===== src/rtl/pipeline_pkg.sv =====
// Shared pipeline definitions: control-bus layout, memory-access stage state and constants.
package pipeline_pkg;

  localparam int CTRL_W     = 22;
  localparam int CTRL_IS_ST = 0;
  localparam int CTRL_IS_LD = 1;

  localparam logic [31:0] DEADBEEF = 32'hDEADBEEF;

  typedef enum logic {
    MA_IDLE,
    MA_WAIT
  } ma_state_e;

  // One instruction's worth of EX outputs, as carried through the MA stage
  typedef struct packed {
    logic [31:0]       pc;
    logic [31:0]       alu_result;
    logic [31:0]       op2;
    logic [31:0]       ir;
    logic [CTRL_W-1:0] ctrl;
  } ma_fields_t;

endpackage


===== src/rtl/ma_stage_if.sv =====
// Data-memory req/ack bus between the MA stage (master) and the data memory (slave).
interface ma_stage_if #(
  parameter int DMEM_AW = 10
);
  logic               dmem_req;
  logic               dmem_we;
  logic [DMEM_AW-1:0] dmem_addr;
  logic [31:0]        dmem_wdata;
  logic [31:0]        dmem_rdata;
  logic               dmem_ack;

  modport master (
    output dmem_req, dmem_we, dmem_addr, dmem_wdata,
    input  dmem_rdata, dmem_ack
  );

  modport slave (
    input  dmem_req, dmem_we, dmem_addr, dmem_wdata,
    output dmem_rdata, dmem_ack
  );
endinterface


===== src/rtl/ma_timeout_counter.sv =====
// Ack watchdog for the MA stage: loaded on request launch, counts down while waiting.
module ma_timeout_counter #(
  parameter int LIMIT = 16
) (
  input  logic clk,
  input  logic reset,
  input  logic load,
  input  logic count,
  output logic expire
);
  localparam int W = ($clog2(LIMIT) > 0) ? $clog2(LIMIT) : 1;

  logic [W-1:0] cnt_q;

  // Loaded with LIMIT-1 so that expire is seen on the LIMIT-th edge after req rises
  always_ff @(posedge clk or negedge reset) begin
    if (!reset)                    cnt_q <= '0;
    else if (load)                 cnt_q <= W'(LIMIT - 1);
    else if (count && cnt_q != '0) cnt_q <= cnt_q - W'(1);
  end

  assign expire = (cnt_q == '0);
endmodule


===== src/rtl/ma_stage.sv =====
// Memory-access pipeline stage: one ld/st per instruction over a req/ack bus, stalls upstream while waiting.
// Optional ack watchdog enabled by defining MA_STAGE_TIMEOUT_EN.
module ma_stage
  import pipeline_pkg::*;
#(
  parameter int DMEM_AW        = 10,
  parameter int TIMEOUT_CYCLES = 16
) (
  input  logic              clk,
  input  logic              reset,
  input  logic              ex_valid,
  output logic              ma_ready,
  input  logic [31:0]       ex_pc,
  input  logic [31:0]       ex_alu_result,
  input  logic [31:0]       ex_op2,
  input  logic [31:0]       ex_ir,
  input  logic [CTRL_W-1:0] ex_ctrl,
  ma_stage_if.master        dmem,
  output logic              rw_valid,
  output logic [31:0]       rw_pc,
  output logic [31:0]       rw_alu_result,
  output logic [31:0]       rw_ld_result,
  output logic [31:0]       rw_ir,
  output logic [CTRL_W-1:0] rw_ctrl,
  output logic              ma_bus_error
);
  ma_state_e  state_q, state_d;
  ma_fields_t ex_f, hold_q;
  logic       is_mem_in, accept, mem_accept, in_wait, done, bus_err_d;
  logic [31:0] ld_data;

  assign ex_f       = '{pc: ex_pc, alu_result: ex_alu_result, op2: ex_op2, ir: ex_ir, ctrl: ex_ctrl};
  assign is_mem_in  = ex_ctrl[CTRL_IS_ST] | ex_ctrl[CTRL_IS_LD];
  assign in_wait    = (state_q == MA_WAIT);
  assign ma_ready   = (state_q == MA_IDLE);
  assign accept     = ex_valid & ma_ready;
  assign mem_accept = accept & is_mem_in;

`ifdef MA_STAGE_TIMEOUT_EN
  logic expire;

  ma_timeout_counter #(.LIMIT(TIMEOUT_CYCLES)) u_tmo (
    .clk    (clk),
    .reset  (reset),
    .load   (mem_accept),
    .count  (in_wait),
    .expire (expire)
  );

  // An ack on the expiry edge still counts as a normal completion
  assign bus_err_d = in_wait & expire & ~dmem.dmem_ack;
`else
  logic unused_cfg;
  assign unused_cfg = ^32'(TIMEOUT_CYCLES);
  assign bus_err_d  = 1'b0;
`endif

  assign done = in_wait & (dmem.dmem_ack | bus_err_d);

  always_ff @(posedge clk or negedge reset) begin
    if (!reset) state_q <= MA_IDLE;
    else        state_q <= state_d;
  end

  always_comb begin
    state_d = state_q;
    case (state_q)
      MA_IDLE: if (mem_accept) state_d = MA_WAIT;
      MA_WAIT: if (done)       state_d = MA_IDLE;
      default:                 state_d = MA_IDLE;
    endcase
  end

  // Both IS_LD and IS_ST set behaves as a store, so the store bit decides
  always_comb begin
    ld_data = '0;
    if (!hold_q.ctrl[CTRL_IS_ST]) ld_data = bus_err_d ? DEADBEEF : dmem.dmem_rdata;
  end

  assign dmem.dmem_req   = in_wait;
  assign dmem.dmem_we    = hold_q.ctrl[CTRL_IS_ST];
  assign dmem.dmem_addr  = hold_q.alu_result[DMEM_AW+1:2];
  assign dmem.dmem_wdata = hold_q.op2;

  // rw_* only change at retirement; a pending access lives in hold_q meanwhile
  always_ff @(posedge clk or negedge reset) begin
    if (!reset) begin
      hold_q        <= '0;
      rw_valid      <= 1'b0;
      rw_pc         <= '0;
      rw_alu_result <= '0;
      rw_ld_result  <= '0;
      rw_ir         <= '0;
      rw_ctrl       <= '0;
      ma_bus_error  <= 1'b0;
    end else begin
      rw_valid     <= 1'b0;
      ma_bus_error <= 1'b0;
      if (mem_accept) hold_q <= ex_f;
      if (accept && !is_mem_in) begin
        rw_valid      <= 1'b1;
        rw_pc         <= ex_pc;
        rw_alu_result <= ex_alu_result;
        rw_ld_result  <= '0;
        rw_ir         <= ex_ir;
        rw_ctrl       <= ex_ctrl;
      end
      if (done) begin
        rw_valid      <= 1'b1;
        rw_pc         <= hold_q.pc;
        rw_alu_result <= hold_q.alu_result;
        rw_ld_result  <= ld_data;
        rw_ir         <= hold_q.ir;
        rw_ctrl       <= hold_q.ctrl;
        ma_bus_error  <= bus_err_d;
      end
    end
  end
endmodule


===== src/flat_wrapper.sv =====
// flat-port wrapper written by rule: the top's interface ports become plain ports
module ma_stage_flat import pipeline_pkg::*;
#(
  parameter int DMEM_AW        = 10,
  parameter int TIMEOUT_CYCLES = 16
)
  (clk, reset, ex_valid, ma_ready, ex_pc, ex_alu_result, ex_op2, ex_ir, ex_ctrl, rw_valid, rw_pc, rw_alu_result, rw_ld_result, rw_ir, rw_ctrl, ma_bus_error, dmem_dmem_req, dmem_dmem_we, dmem_dmem_addr, dmem_dmem_wdata, dmem_dmem_rdata, dmem_dmem_ack);
  ma_stage_if #(.DMEM_AW(DMEM_AW)) dmem_i ();
  input  logic clk;
  input  logic reset;
  input  logic ex_valid;
  output logic ma_ready;
  input  logic [31:0] ex_pc;
  input  logic [31:0] ex_alu_result;
  input  logic [31:0] ex_op2;
  input  logic [31:0] ex_ir;
  input  logic [CTRL_W-1:0] ex_ctrl;
  output logic rw_valid;
  output logic [31:0] rw_pc;
  output logic [31:0] rw_alu_result;
  output logic [31:0] rw_ld_result;
  output logic [31:0] rw_ir;
  output logic [CTRL_W-1:0] rw_ctrl;
  output logic ma_bus_error;
  output wire logic [$bits(dmem_i.dmem_req)-1:0] dmem_dmem_req;
  output wire logic [$bits(dmem_i.dmem_we)-1:0] dmem_dmem_we;
  output wire logic [$bits(dmem_i.dmem_addr)-1:0] dmem_dmem_addr;
  output wire logic [$bits(dmem_i.dmem_wdata)-1:0] dmem_dmem_wdata;
  input wire logic [$bits(dmem_i.dmem_rdata)-1:0] dmem_dmem_rdata;
  input wire logic [$bits(dmem_i.dmem_ack)-1:0] dmem_dmem_ack;
  assign dmem_dmem_req = dmem_i.dmem_req;
  assign dmem_dmem_we = dmem_i.dmem_we;
  assign dmem_dmem_addr = dmem_i.dmem_addr;
  assign dmem_dmem_wdata = dmem_i.dmem_wdata;
  assign dmem_i.dmem_rdata = dmem_dmem_rdata;
  assign dmem_i.dmem_ack = dmem_dmem_ack;
  ma_stage #(.DMEM_AW(DMEM_AW), .TIMEOUT_CYCLES(TIMEOUT_CYCLES)) u_core (.clk(clk), .reset(reset), .ex_valid(ex_valid), .ma_ready(ma_ready), .ex_pc(ex_pc), .ex_alu_result(ex_alu_result), .ex_op2(ex_op2), .ex_ir(ex_ir), .ex_ctrl(ex_ctrl), .dmem(dmem_i), .rw_valid(rw_valid), .rw_pc(rw_pc), .rw_alu_result(rw_alu_result), .rw_ld_result(rw_ld_result), .rw_ir(rw_ir), .rw_ctrl(rw_ctrl), .ma_bus_error(ma_bus_error));
endmodule

===== config.mk =====
export PLATFORM = sky130hd
export DESIGN_NAME = ma_stage_flat
export DESIGN_NICKNAME = d
export VERILOG_FILES = /design/src/rtl/pipeline_pkg.sv /design/src/rtl/ma_stage_if.sv /design/src/rtl/ma_timeout_counter.sv /design/src/rtl/ma_stage.sv /design/src/flat_wrapper.sv
export SDC_FILE = /design/constraint.sdc
export NUM_CORES = 1
export LEC_CHECK = 0
export BUFFER_PORTS_ARGS = -buffer_cell sky130_fd_sc_hd__buf_2
export CELL_PAD_IN_SITES_DETAIL_PLACEMENT = 1
export CELL_PAD_IN_SITES_GLOBAL_PLACEMENT = 1
export CORE_MARGIN = 2
export CORE_UTILIZATION = 30
export DETAILED_ROUTE_END_ITERATION = 10
export PLACE_DENSITY_LB_ADDON = 0.1
export SYNTH_ARGS = -nofsm -noshare
export SYNTH_HDL_FRONTEND = slang
export SYNTH_SLANG_ARGS = --single-unit

===== constraint.sdc =====
create_clock -name clk -period 3.53 [get_ports clk]
set_input_delay 0.706 -clock clk [delete_from_list [all_inputs] [get_ports clk]]
set_output_delay 0.706 -clock clk [all_outputs]
set_load 0.005 [all_outputs]

==> key figures <==
Status
  • Status: completed

Clocking
  • Setup Fix Bufs, Post-CTS: 0
  • CTS tree: yes
  • Post-cts resize count: 0
  • CTS clk-pin slew, worst paths: 0.06 ns
  • Clock buffer depth: 3
  • Post-CTS Hold Buffers: 0
  • Total CTS buffers: 37
  • CTS H-tree depth: 2
  • Clock Root Buffer: clkbuf_16
  • Clk sink count: 302
  • Clk_lat worst skew: 0.54 ns

Synth
  • Syn Inst Count: 822
  • Most area-consuming cells after synthesis: dfrtp_1, mux2_2, mux2_1, buf_4, a22o_1
  • Register area share after synthesis: 58.89%
  • Combinational family with the most area after synthesis: multiplexers
  • Cell area after synthesis: 12830 sq um
  • Post-Synth Simple-Gate Area: 0.3315%
  • Number of flops mapped to enable cells by yosys: 0
  • Post-synthesis mux area share: 33.35%
  • Synth Area in Adders: 0%
  • Post-synth top flop: dfrtp_1
  • Synth Area in Compound Gates: 2.584%
  • Avg Cell Area, Syn: 15.61 sq um
  • Post-synthesis xor/xnor area fraction: 0%
  • Yosys Warn Count: 0
  • Synthesized Nets: 1008
  • #FFs+latches synth: 302
  • Cell variety after synth: 19
  • Synth top area share: 58.89%
  • FFs w/ async S/R, synth: 100.0%
  • Post-synth top area cell: dfrtp_1

Worst setup path
  • RR Startpoint: u_core.dmem.dmem_req$_DFF_PN0_
  • Slowest cell on crit path: dfrtp_1
  • CP Max Fanout: 72
  • Cell family with most CP delay: simple AND/OR/NAND/NOR gates
  • Crit path kind: flip-flop to flip-flop
  • Beginning of the critical path: u_core.dmem.dmem_req$_DFF_PN0_
  • CP peak stage delay: 0.45 ns
  • CP Capture Type: flip-flop
  • CP Data Arrival Time: 2.52 ns
  • WP buf/inv: 1
  • Worst Setup Start Kind: flip-flop
  • Crit-path cells: nor2b_2 > nor2b_4 > buf_12 > mux2_2
  • Worst path required time: 3.93 ns

STA
  • Worst-Margin Slew: 0.5951 ns
  • Final hold viol count: 0
  • Setup TNS: 0 ns
  • Max Clock Freq: 472.4 MHz
  • Clock Skew: 0.02254 ns
  • Final-report setup violation count: 0
  • Worst Hold Slack: 0.1444 ns
  • Relative slew slack: 60.33%
  • Min Clock Period, post-route: 2.117 ns
  • Max-slew violations: 0
  • Crit share post-route: 59.96%
  • RSZ-0062 raised after global routing: no

Layout
  • Share of cells above drive strength 1: 64.41%
  • # nets final: 1354
  • Area growth, synth to finish: 26.66%
  • Most frequent cells in the layout: buf_2, mux2_2, dfrtp_1
  • Commonest non-fill, non-tap cell in the layout: buf_2
  • Layout Utilization: 38.66%
  • Post-route cell area: 16250 sq um

Global route
  • Vias in the first global route: 8661
  • Congestion Overflow GR: 0
  • Met1 GRT Util: 18.10%
  • Initial antenna violation count: 14
  • Met2 usage: 25.66%
  • Grt peak-use layer: met2
  • Total track usage: 15.23%
  • GRT met3 Usage: 5.382%
  • First-pass GRT wire length: 52.08 mm
  • Largest net degree at the start of global routing: 75

Route
  • Antenna Nets Post-Route: 0
  • Final WL: 33.71 mm
  • Residual DRC: 0
  • Vias: 7966
  • Routed length per instance: 19.36 microns
  • Vias per cell: 4.576
  • Iter 0 DRT Violations: 278
  • Pre-antenna DRT Iters: 4

Floorplanning
  • Row cnt: 75
  • Core Region: 42040 sq um
  • Ports: 383
  • Die area: 44450 sq um
  • Die Ht: 210.8 microns
  • Chip Width: 210.8 microns
  • Initial Utilization: 30.52%

Job
  • Max cap viols: 0

Placed design
  • Hpwl dp: 23.05 mm
  • GP Congestion: 0.7361
  • Placed Area: 15080 sq um
  • Number of port buffers: 381

Hold path
  • Worst Hold Class: primary input to async pin

Power
  • Total Power: 11.07 mW
  • Leakage power: 7.548 nW
  • VDD IR max: 0.0004280 V
  • Power Density: 681.2 nW/um^2
[logic make-up after synthesis]
family	Yosys count
AOI/OAI and AO/OA	38
buffers and inverters	93
DFF	302
muxes	380
other	1
and+or+nand+nor	8
[registers in the layout, indices dropped and copies added (netlist names)]
register and count:
u_core.dmem.dmem_req 1, u_core.rw_ctrl 22, u_core.dmem.dmem_we 1, u_core.hold_q 107, u_core.rw_alu_result 32, u_core.rw_valid 1
u_core.rw_ir 32, u_core.dmem.dmem_addr 10, u_core.dmem.dmem_wdata 32, u_core.rw_ld_result 32, u_core.rw_pc 32
[layer usage]
metal / up-vias / wire length, microns
met5: - / 138
met1: 4059 / 13710
li1: 3604 / -
met4: 20 / 692
met2: 218 / 16640
met3: 65 / 2523
[worst paths after layout]
path	cells after the start	slack [ns]	to
max	4	1.41	u_core.dmem.dmem_wdata[5]$_DFFE_PN0P_
min	1	0.14	u_core.rw_ir[30]$_DFFE_PN0P_
max reg2reg	4	1.41	u_core.dmem.dmem_wdata[5]$_DFFE_PN0P_
min reg2reg	1	0.48	u_core.hold_q[48]$_DFFE_PN0P_
max in group asynchronous	2	2.61	u_core.hold_q[100]$_DFFE_PN0P_
min in group clk	2	0.39	u_core.dmem.dmem_wdata[16]$_DFFE_PN0P_
[worst register-to-register path, delay by kind of cell, from the launching register on]
family	cells	cell delay, ns
buffers and inverters	1	0.39
DFF	1	0.45
muxes	1	0.48
and+or+nand+nor	2	0.67
[stage by stage]
| stage | cells | worst slack, ns |
|---|---|---|
| after floorplan | 822 | 1.575 |
| after global placement | 1668 | 1.074 |
| after detailed placement | 1668 | 1.078 |
| after CTS | 1736 | 1.388 |
| after global routing | 1738 | 1.295 |
| final | 1741 | 1.413 |
[Yosys cell counts (2+ instances only)]
master    instances
mux2_2          314
dfrtp_1         302
mux2_1           66
buf_4            59
a22o_1           36
buf_2            20
clkbuf_1          5
buf_1             4
buf_6             3
inv_1             2
nand2_1           2
nor2_1            2
[report_power, final]
part	internal [mW]	switching [mW]	leakage [nW]	total, mW
Sequential	4.43	0.463	3.59	4.90
Combinational	1.48	1.08	3.38	2.55
Clock	2.16	1.46	0.576	3.62
[final cells by class]
type / count / area, sq um
Timing Repair Buffer: 398 / 2157
Clock buffer: 59 / 1111
Sequential cell: 302 / 7557
Clock inverter: 9 / 48.80
Fill cell: 4441 / 25790
Inverter: 2 / 7.507
Multi-Input combinational cell: 427 / 4684
Antenna cell: 5 / 12.51
Tap cell: 539 / 674.4
No activity file was read; power rests on OpenSTA's default activity.
